<file path="config.mk">
export PLATFORM = sky130hd
export DESIGN_NAME = draw_sched
export DESIGN_NICKNAME = d
export VERILOG_FILES = /design/src/rtl/draw_sched.sv
export SDC_FILE = /design/constraint.sdc
export NUM_CORES = 1
export LEC_CHECK = 0
export CAP_MARGIN = 20
export CORE_ASPECT_RATIO = 0.9
export CORE_MARGIN = 8
export CORE_UTILIZATION = 37
export DETAILED_ROUTE_END_ITERATION = 8
export GPL_TIMING_DRIVEN = 0
export PLACE_DENSITY = 0.95
export SYNTH_ARGS = -nofsm -noshare
export SYNTH_HDL_FRONTEND = slang
export SYNTH_SLANG_ARGS = --single-unit
</file>
<file path="constraint.sdc">
create_clock -name clk -period 2.5 [get_ports clk]
set_clock_uncertainty 0.05 [all_clocks]
set_input_delay 0.5 -clock clk [delete_from_list [all_inputs] [get_ports clk]]
set_output_delay 0.5 -clock clk [all_outputs]
set_load 0.1 [all_outputs]
</file>
<file path="src/rtl/draw_sched.sv">
// draw_sched: runs one fill-screen pass, then walks the circle command table,
// owning both engine handshakes and arbitrating the single VGA pixel port.
module draw_sched #(
    parameter int NUM_CMDS = 16
) (
    input  logic       clk,
    input  logic       rst_n,
    input  logic       start,
    output logic       done,
    input  logic [2:0] bg_colour,
    output logic [2:0] fill_colour_cfg,
    output logic       fill_start,
    input  logic       fill_done,
    input  logic [7:0] fill_x,
    input  logic [6:0] fill_y,
    input  logic [2:0] fill_colour,
    input  logic       fill_plot,
    output logic [3:0] cmd_idx,
    input  logic [2:0] cmd_colour,
    input  logic [7:0] cmd_cx,
    input  logic [6:0] cmd_cy,
    input  logic [7:0] cmd_radius,
    input  logic       cmd_skip,
    output logic       circ_start,
    input  logic       circ_done,
    output logic [2:0] circ_colour_cfg,
    output logic [7:0] circ_cx,
    output logic [6:0] circ_cy,
    output logic [7:0] circ_radius,
    input  logic [7:0] circ_x,
    input  logic [6:0] circ_y,
    input  logic [2:0] circ_colour,
    input  logic       circ_plot,
    output logic [7:0] vga_x,
    output logic [6:0] vga_y,
    output logic [2:0] vga_colour,
    output logic       vga_plot
);
    typedef enum logic [2:0] {IDLE, FILL, LOAD, DRAW, RELEASE, NEXT, DONE} state_t;
    localparam logic [3:0] LAST = 4'(NUM_CMDS - 1);
    state_t state;
    always_ff @(posedge clk or negedge rst_n) begin
        if (!rst_n) begin
            state           <= IDLE;
            cmd_idx         <= '0;
            circ_colour_cfg <= '0;
            circ_cx         <= '0;
            circ_cy         <= '0;
            circ_radius     <= '0;
        end else if (!start) begin
            // dropping start aborts from any state and wins over an engine done
            state   <= IDLE;
            cmd_idx <= '0;
        end else begin
            case (state)
                IDLE:    state <= FILL;
                FILL:    if (fill_done) begin
                    state   <= LOAD;
                    cmd_idx <= '0;
                end
                LOAD: begin
                    circ_colour_cfg <= cmd_colour;
                    circ_cx         <= cmd_cx;
                    circ_cy         <= cmd_cy;
                    circ_radius     <= cmd_radius;
                    state           <= cmd_skip ? NEXT : DRAW;
                end
                DRAW:    if (circ_done) state <= RELEASE;
                RELEASE: state <= NEXT;
                NEXT:    if (cmd_idx == LAST) state <= DONE;
                    else begin
                        cmd_idx <= cmd_idx + 4'd1;
                        state   <= LOAD;
                    end
                DONE:    state <= DONE;
                default: state <= IDLE;
            endcase
        end
    end
    assign fill_start      = state == FILL;
    assign circ_start      = state == DRAW;
    assign done            = state == DONE;
    assign fill_colour_cfg = bg_colour;
    assign vga_x      = fill_start ? fill_x      : circ_start ? circ_x      : '0;
    assign vga_y      = fill_start ? fill_y      : circ_start ? circ_y      : '0;
    assign vga_colour = fill_start ? fill_colour : circ_start ? circ_colour : '0;
    assign vga_plot   = fill_start ? fill_plot   : circ_start ? circ_plot   : 1'b0;
endmodule

</file>
==> results.md <==
- Fillers: 356
- Fin. max-slew vios: 0
- Crit share post-route: 0.966
- Critical path depth: 1
- GRT overflow: 0
- YS warnings: 0
- TritonCTS Buffers: 5
- DRT iter0 DRCs: 81
- Setup slack after layout: 0.0838 ns
- GR Util All Layers: 0.158
- XOR/XNOR share of the synthesized area: 0
- Drt total wl: 5950 µm
- Post-synth EDFFs: 0
- Crit Path Class: reg2out
- Synthesized-area fraction occupied by adder cells: 0.00727
- Dpl cells: 315
- CTS tree: built
- Synth top cells by count: 33 x dfrtp_1, 20 x mux2_4, 19 x a22o_1
- Sequential area share after synthesis: 0.480
- Ys async rst share: 1.00
- Buf/Inv on CP: 1
- Tot Pwr: 0.00347 W
- IO Count: 128
- Initial antenna violation count: 0
- Cell Chain, Critical Path: clkdlybuf4s50_1
- Dominant cell type by area after synthesis: dfrtp_1
- Final Hold Vio Count: 0
- Share of layout cells above drive strength 1: 0.314
- Synth top area share: 0.480
- Slowest cell on the critical path: clkdlybuf4s50_1
- First-pass GRT wire length: 8650 µm
- Final cell count without fillers: 323
- Synth unique cells: 32
- CP max stage delay: 1.17 ns
- Max VDD drop: 635 µV
- Setup slack, reg-to-reg: 0.61 ns
- Vias in the first global route: 1686
- CTS root buf: clkbuf_8
- Post-layout min period: 2.42 ns
- Worst EP required: 1.95 ns
- Worst-Skew Late Latency: 0.27 ns
- Number of I/O port buffers: 124
- Design area: 3150 µm²
- Die Y: 80.7 µm
- Worst R2R Path Depth: 4
- Setup violations, final: 0
- Slew @ Worst Pin: 0.995 ns
- Initial Util: 0.386
- FF-to-FF End: circ_radius[6]
- Power density over cell area: 1100 nW/µm²
- Post-place setup slack: -0.640 ns
- Max H-tree Level: 2
- Multiplexer share of the synthesized area: 0.220
- Cell area after placement: 3050 µm²
- Worst Path Arrival: 1.87 ns
- FF+latch count, synth: 33
- Top cells by area, synth: dfrtp_1 48%, mux2_4 17%, a22o_1 9.7%, mux2_2 3.9%, buf_6 2.0%
- Max_slew headroom: 0.335
- Synth Net Count: 203
- Post-detail-place hpwl: 4820 µm
- Vias per Instance: 4.92
- Antenna violation net count after detailed routing: 0
- Layout Nets: 334
- Synth Cell Area: 1720 µm²
- Post-Synth Simple-Gate Area: 0.0669
- FF+latch area: 826 µm²
- Crit-path leading delay family: buffers and inverters
- Die Wd: 87.9 µm
- Main combinational cell family by area after synthesis: multiplexers
- CP Launch Type: flop
- Synth Area in Compound Gates: 0.172
- Clock sink count: 33
- Post-Syn Instances: 129
- Drt pass-1 iters: 5
- Startpoint of the worst register-to-register path: state[2]
- Largest net degree at the start of global routing: 34
- CP endpoint kind: output pin
- Cell Rows: 23
- Multi-input gate area: 818 µm²
- Syn Area/Cell: 13.3 µm²
- Ys flop type: dfrtp_1
- Remaining DRCs: 0
- Count leader, synth: dfrtp_1
- Antenna Cells: 0
- Area Growth Syn to Fin: 83.3%
- Crit Path Max Fanout: 5
- HP Class: in2async
- WL per Instance: 18.4 µm
- Max_cap viols: 0
- DR vias: 1590
- F_max: 414 MHz
- Deepest clock path buffer count: 2
- Clock transition at path regs: 0.07 ns
- P_leak: 1.38 nW
- Die ar.: 7090 µm²
- Core area: 4460 µm²
- GPL Wtd Cong: 0.859
- Outcome: completed
-- cell type report --
| type | count | area share |
|---|---|---|
| clock inverters | 1 | 0.00952 |
| plain buffers | 12 | 0.0290 |
| multi-input cells | 81 | 0.259 |
| flip-flops and latches | 33 | 0.262 |
| repair buffers | 124 | 0.385 |
| well taps | 62 | 0.0246 |
| inverters | 3 | 0.00357 |
| clock buffers | 7 | 0.0274 |
-- placed cells by master (no fill, tap or decap), types with 6 or more instances in the layout --
cell,Yosys,routed
clkdlybuf4s50_1,0,100
dfrtp_1,33,33
mux2_4,20,20
buf_6,3,13
buf_4,3,12
a22o_1,19,10
a22o_2,0,9
a21oi_1,6,6
mux2_2,6,6
clkbuf_8,0,6
-- repair_timing --
| action | CTS | global route |
|---|---|---|
| buffers inserted | 0 | 0 |
| endpoints found under the setup margin | 22 | 23 |
| hold buffers | 0 | 0 |
| gates resized for setup | 125 | 19 |
| gates cloned | 0 | 0 |
-- through the flow --
stage | hold slack, ns | setup TNS, ns | util
after CTS | 0.247 | 0 | 0.699
after floorplan | 0.154 | 0 | -
after global routing | 0.269 | -0.0381 | 0.707
final | 0.225 | 0 | 0.707
after global placement | 0.439 | -10.29 | 0.686
after detailed placement | 0.440 | -11.15 | 0.684
-- where the power goes --
group	internal, W	switching [W]	leakage, nW
clock network	0.000325	0.000184	0.0585
registers	0.000688	0.0000876	0.417
logic	0.000603	0.00158	0.903
-- registers in the layout (all words and copies together), names as in the netlist --
signal	cells
cmd_idx	4
circ_cy	7
circ_colour_cfg	3
circ_radius	8
circ_cx	8
state	3
-- worst max path at each step --
| stage | from | end |
|---|---|---|
| 6_report | cmd_idx[1] | cmd_idx[1] |
| 5_1_grt | state[1] | vga_plot |
| 4_1_cts | state[1] | done |
| 3_5_place_dp | state[1] | vga_x[3] |
| 3_3_place_gp | state[1] | vga_y[6] |
| 2_1_floorplan | state[1] | vga_colour[0] |
-- kinds of logic after synthesis --
| group | count (synthesis) |
|---|---|
| simple gates | 14 |
| fa+ha+maj | 1 |
| compound gates | 39 |
| flops | 33 |
| buf+inv | 15 |
| mux | 27 |
-- metal layers --
metal | GRT usage | share of wire
met1 | 0.164 | 0.35
met4 | 0.0497 | 0.014
met5 | 0 | 0
met3 | 0.0377 | 0.057
met2 | 0.302 | 0.58
(Power assumes the default switching activity.)
==> patch 1: new RTL, same flow settings <==
Register the outputs `done`, `fill_colour_cfg`, `vga_x`, `vga_y`, `vga_colour` and `vga_plot`, cleared by the reset; this adds one clock of latency there. The other outputs are not delayed to match.
--- a/src/rtl/draw_sched.sv
+++ b/src/rtl/draw_sched.sv
@@ -79,11 +79,22 @@
     end
     assign fill_start      = state == FILL;
     assign circ_start      = state == DRAW;
-    assign done            = state == DONE;
-    assign fill_colour_cfg = bg_colour;
-    assign vga_x      = fill_start ? fill_x      : circ_start ? circ_x      : '0;
-    assign vga_y      = fill_start ? fill_y      : circ_start ? circ_y      : '0;
-    assign vga_colour = fill_start ? fill_colour : circ_start ? circ_colour : '0;
-    assign vga_plot   = fill_start ? fill_plot   : circ_start ? circ_plot   : 1'b0;
+    always_ff @(posedge clk or negedge rst_n) begin
+        if (!rst_n) begin
+            done            <= '0;
+            fill_colour_cfg <= '0;
+            vga_x           <= '0;
+            vga_y           <= '0;
+            vga_colour      <= '0;
+            vga_plot        <= '0;
+        end else begin
+            done            <= state == DONE;
+            fill_colour_cfg <= bg_colour;
+            vga_x           <= fill_start ? fill_x      : circ_start ? circ_x      : '0;
+            vga_y           <= fill_start ? fill_y      : circ_start ? circ_y      : '0;
+            vga_colour      <= fill_start ? fill_colour : circ_start ? circ_colour : '0;
+            vga_plot        <= fill_start ? fill_plot   : circ_start ? circ_plot   : 1'b0;
+        end
+    end
 endmodule
 
Check against the original RTL: not equivalent (a bounded check fails within 4 cycles, from zero or initial values and one cycle with rst_n low).
==> patch 1 against the unedited design <==
Combinational power is 2% lower; die area is 22% higher; power is 13% higher; utilization is 5.6 points lower; synthesized area is 27% higher; sequential cell count is 23 higher; design area is 18% higher; hold slack worse by 0.10 ns; largest cell class is now flip-flops and latches; wire length is 5.5% higher; setup slack better by 0.0028 ns.
==> patch 1: results (changes against the unedited design) <==
.. list-table::
   :header-rows: 1

   * - Metric
     - Value
   * - Run status
     - finished clean (unchanged)
   * - Total number of nets in the final design
     - 359 (was 334)
   * - Gp weighted congestion
     - 0.820 (was 0.859)
   * - Regs by FF count
     - circ_cx (8), circ_radius (8), vga_x (8) (was circ_cx (8), circ_radius (8), circ_cy (7))
   * - Met2 track utilization from global routing
     - 23.4% (was 30.2%)
   * - Power drawn by the sequential cells
     - 1.17 mW (was 776 uW)
   * - Fraction of met3 tracks used by global routing
     - 8.27% (was 3.77%)
   * - Post-synth cell types
     - 36 (was 32)
   * - Sequential area share after synthesis
     - 63.9% (was 48.0%)
   * - Number of global-route vias before repair
     - 1990 (was 1686)
   * - Overall via count from detail_route
     - 1773 (was 1590)
   * - Cell count after placement
     - 348 (was 315)
   * - Clock edge transition at the registers on the reported setup and hold paths
     - 0.10 ns (was 0.07 ns)
   * - Worst-case headroom to the max-slew limit
     - 32.6% (was 33.5%)
   * - Post-cts gate resize count
     - 13 (was 125)
   * - Port bufs
     - 127 (was 124)
   * - Critical path fanouts, max
     - 4 (was 5)
   * - Sum of routed wire segments on met1
     - 2.57 mm (was 2.07 mm)
   * - Cell types occupying the most area after synthesis
     - dfrtp_1 (64%), mux2_2 (12%), a22o_1 (7.6%) (was dfrtp_1 (48%), mux2_4 (17%), a22o_1 (9.7%))
   * - Global-route usage over all layers
     - 14.6% (was 15.8%)
   * - Synth cell count leaders
     - dfrtp_1 (56), mux2_2 (24), a22o_1 (19) (was dfrtp_1 (33), mux2_4 (20), a22o_1 (19))
   * - Worst skew pair latency
     - 0.30 ns (was 0.27 ns)
   * - Critical path's largest stage delay
     - 1.15 ns (was 1.17 ns)
   * - Pwr Density
     - 1060 nW/um^2 (was 1100 nW/um^2)
   * - Initial drt markers
     - 76 (was 81)
   * - Global-route wire length before repair
     - 10.1 mm (was 8.65 mm)
   * - Count of fill cells added during filler insertion
     - 424 (was 356)
   * - Worst slack at placement
     - -0.653 ns (was -0.640 ns)
   * - DPL Wire Length
     - 5.10 mm (was 4.82 mm)
   * - Met1 Resource Use GR
     - 16.6% (was 16.4%)
   * - Worst VDD drop
     - 0.000930 V (was 0.000635 V)
   * - Clock share of power
     - 15.6% (was 14.7%)
   * - Reported leakage power
     - 1.63 nW (was 1.38 nW)
   * - Share of post-route cells with drive strength above 1
     - 16.8% (was 31.4%)
-- patch 1: cell count changes in the layout (fill, tap and decap cells not counted), moves of 3 or more --
cell / before / now
o21ai_0: 3 / 0
mux2_4: 20 / 0
dfrtp_1: 33 / 56
mux2_2: 6 / 24
clkbuf_2: 3 / 0
a22o_2: 9 / 0
buf_4: 12 / 0
a22o_1: 10 / 19
a21oi_1: 6 / 3
buf_6: 13 / 4
nand2_1: 1 / 5
clkdlybuf4s50_1: 100 / 121
o211ai_1: 4 / 1
nand3b_1: 3 / 0
-- patch 1: area by class of cell --
class | count | area, um^2 | share of cell area, %
Clock buffer | 6 | 82.6 | 2.23
Sequential cell | 56 | 1400 | 37.8
Buffer | 10 | 60.1 | 1.62
Clock inverter | 2 | 38.8 | 1.05
Multi-Input combinational cell | 82 | 736 | 19.8
Inverter | 2 | 7.51 | 0.202
Timing Repair Buffer | 128 | 1300 | 34.9
Tap cell | 70 | 87.6 | 2.36
-- patch 1: final timing paths --
| path | slack, ns | endpoint | depth (start not counted) | from |
|---|---|---|---|---|
| max | 0.09 | cmd_idx[1] | 1 | cmd_idx[1] |
| max reg2reg | 0.56 | circ_cy[2] | 4 | state[2] |
| min in group clk | 0.45 | circ_radius[2] | 1 | circ_radius[2] |
| min reg2reg | 0.45 | circ_radius[2] | 1 | circ_radius[2] |
| max in group asynchronous | 1.71 | circ_cy[2] | 2 | rst_n |
| min | 0.12 | cmd_idx[0] | 1 | rst_n |
-- patch 1: kinds of logic after synthesis --
logic type      count (synthesis)  share of synthesized area [%]
fa+ha+maj                       1                          0.570
simple gates                   20                           6.10
flops                          56                           63.9
mux                            26                           13.3
buf+inv                        12                           3.08
compound gates                 35                           13.0
==> patch 2: new RTL, config.mk and constraints unchanged <==
Without the edit above. Set the parameter `NUM_CMDS` to 15 (it was 16).
--- a/src/rtl/draw_sched.sv
+++ b/src/rtl/draw_sched.sv
@@ -1,7 +1,7 @@
 // draw_sched: runs one fill-screen pass, then walks the circle command table,
 // owning both engine handshakes and arbitrating the single VGA pixel port.
 module draw_sched #(
-    parameter int NUM_CMDS = 16
+    parameter int NUM_CMDS = 15
 ) (
     input  logic       clk,
     input  logic       rst_n,
Check against the original RTL: same outputs for any inputs over 10 cycles, from zero or initial values and one cycle with rst_n low; that may be too few to reach the edited logic, so the function may still have changed.
==> patch 2 against the unedited design <==
Synthesized area rose by 4.7%; design area rose by 0.24%; power rose by 3.0%; first-iteration DRC count fell by 26%; critical path depth did not move; setup slack got worse by 0.0013 ns; utilization fell by 4.5 points; critical path type unchanged; die area rose by 3.8%; sequential cell count did not move; wire length fell by 3.7%; fmax barely moved.
==> patch 2: results (changes against the unedited design) <==
.. list-table::
   :header-rows: 1

   * - Metric
     - Value
   * - Sum of routed wire segments on met1
     - 2.12 mm (was 2.07 mm)
   * - Gp weighted congestion
     - 0.787 (was 0.859)
   * - Regs by FF count
     - circ_cx (8), circ_radius (8), circ_cy (7) (unchanged)
   * - Switching share of power
     - 57.5% (was 53.4%)
   * - Post-cts gate resize count
     - 111 (was 125)
   * - Global-route wire length before repair
     - 9.02 mm (was 8.65 mm)
   * - Arrival time of data at the critical path endpoint
     - 1.87 ns (about the same)
   * - Maximum clock insertion buffer count
     - 2 (unchanged)
   * - Initial drt markers
     - 60 (was 81)
   * - Area share of fa/ha/maj cells after synthesis
     - 1.39% (was 0.727%)
   * - Met2 wire len
     - 3.33 mm (was 3.46 mm)
   * - Detailed-routed wire length on met3
     - 252 um (was 339 um)
   * - Portion of netlist area occupied by mux cells
     - 26.8% (was 22.0%)
   * - First-pass detailed-route iteration total
     - 4 (was 5)
   * - Global-route usage over all layers
     - 15.7% (was 15.8%)
   * - Antenna violations before repair
     - 0 (unchanged)
   * - Cells on worst reg2reg path
     - 4 (unchanged)
   * - DR WL/cell
     - 16.0 um (was 18.4 um)
   * - Cell class contributing the biggest share of worst-path delay
     - buffers and inverters (unchanged)
   * - Terminus of the critical flop-to-flop path
     - circ_radius[3] (was circ_radius[6])
   * - Run status
     - finished clean (unchanged)
   * - Worst flop-to-flop path startpoint
     - state[1] (was state[2])
   * - Critical path's largest stage delay
     - 1.17 ns (about the same)
   * - Reported leakage power
     - 1.36 nW (was 1.38 nW)
   * - Post-synth cell types
     - 31 (was 32)
   * - DPL Wire Length
     - 4.78 mm (was 4.82 mm)
   * - CP max stage cell
     - clkdlybuf4s50_1 (unchanged)
   * - Mapped Nets
     - 237 (was 203)
   * - Count of synthesis-stage warnings from yosys
     - 0 (unchanged)
   * - Total number of nets in the final design
     - 368 (was 334)
   * - Worst-case headroom to the max-slew limit
     - 33.3% (was 33.5%)
   * - Ratio of routed vias to standard cells
     - 4.72 (was 4.92)
   * - Number of global-route vias before repair
     - 1849 (was 1686)
   * - Count of fill cells added during filler insertion
     - 397 (was 356)
   * - Synth cell count leaders
     - dfrtp_1 (33), mux2_2 (26), nor2_1 (22) (was dfrtp_1 (33), mux2_4 (20), a22o_1 (19))
   * - Critical path fanouts, max
     - 6 (was 5)
   * - Port bufs
     - 124 (unchanged)
   * - Share of post-route cells with drive strength above 1
     - 24.6% (was 31.4%)
   * - Maximum number of pins on one net before global-route repair
     - 34 (unchanged)
   * - Clock edge transition at the registers on the reported setup and hold paths
     - 0.06 ns
   * - Area fraction in compound gates after synthesis
     - 7.15% (was 17.2%)
   * - Cell types occupying the most area after synthesis
     - dfrtp_1 (46%), mux2_2 (16%), mux2i_1 (11%) (was dfrtp_1 (48%), mux2_4 (17%), a22o_1 (9.7%))
   * - Worst VDD drop
     - 0.000800 V (was 0.000635 V)
   * - Antenna diodes
     - 0 (unchanged)
   * - Sequential area share after synthesis
     - 45.8% (was 48.0%)
==> patch 2: cell count changes after synthesis, sizes merged, moves of 4 or more <==
cell    unedited run  this run
mux2i              1        19
a31oi              0         4
a22o              19         0
nor2               1        22
nand2b             0         4
o211ai             4         0
==> patch 2: final cells by class <==
class	instances	area (um^2)	share of cell area, %
well taps	65	81.3	2.57
repair buffers	124	1180	37.4
clock buffers	7	86.3	2.73
inverters	4	15.0	0.475
multi-input cells	112	883	27.9
plain buffers	13	86.3	2.73
flip-flops and latches	33	826	26.1
==> patch 2: worst max path at each step <==
stage | from | endpoint | slack, ns | cells after the start
2_1_floorplan | state[2] | vga_colour[2] | -0.30 | 4
3_3_place_gp | state[2] | done | -0.47 | 4
3_5_place_dp | state[2] | done | -0.51 | 4
4_1_cts | state[2] | vga_colour[2] | 0.01 | 5
5_1_grt | state[1] | vga_x[6] | 0.004 | 5
6_report | cmd_idx[0] | cmd_idx[0] | 0.08 | 1
==> patch 2: power groups by stage <==
stage | Combinational (mW) | Sequential, mW | Clock [mW]
global route | 2.45 | 0.825 | 0.426
CTS | 2.39 | 0.800 | 0.402
detailed placement | 2.42 | 0.807 | 0
floorplan | 0.537 | 2.06 | 0
global placement | 2.40 | 0.792 | 0
finish | 2.39 | 0.797 | 0.386
==> patch 2: kinds of logic (layout without fill, tap and decap cells) <==
group                    Yosys count  after routing
AND/OR/NAND/NOR                   46             46
buffers and inverters             17            148
adder cells (fa/ha/maj)            2              2
multiplexers                      45             45
flip-flops                        33             33
AO/OA/AOI/OAI                     19             19
==> patch 2: routing by layer <==
metal | global-route usage, % | up-vias
li1 | - | 834
met1 | 17.5 | 815
met2 | 29.9 | 40
met3 | 3.17 | 2
met4 | 2.99 | 0
met5 | 0 | -
==> patch 2: metrics by stage <==
stage                     instance area (um^2)  hold WS, ns  std cells  setup WS, ns  TNS, ns
after floorplan                           1810        0.154        162        -0.297    -6.24
after global routing                      3160        0.299        358       0.00425        0
after CTS                                 3110        0.260        358       0.00984        0
after global placement                    3130        0.438        351        -0.467    -8.90
after detailed placement                  3120        0.444        351        -0.508    -9.64
final                                     3160        0.232        358        0.0825        0
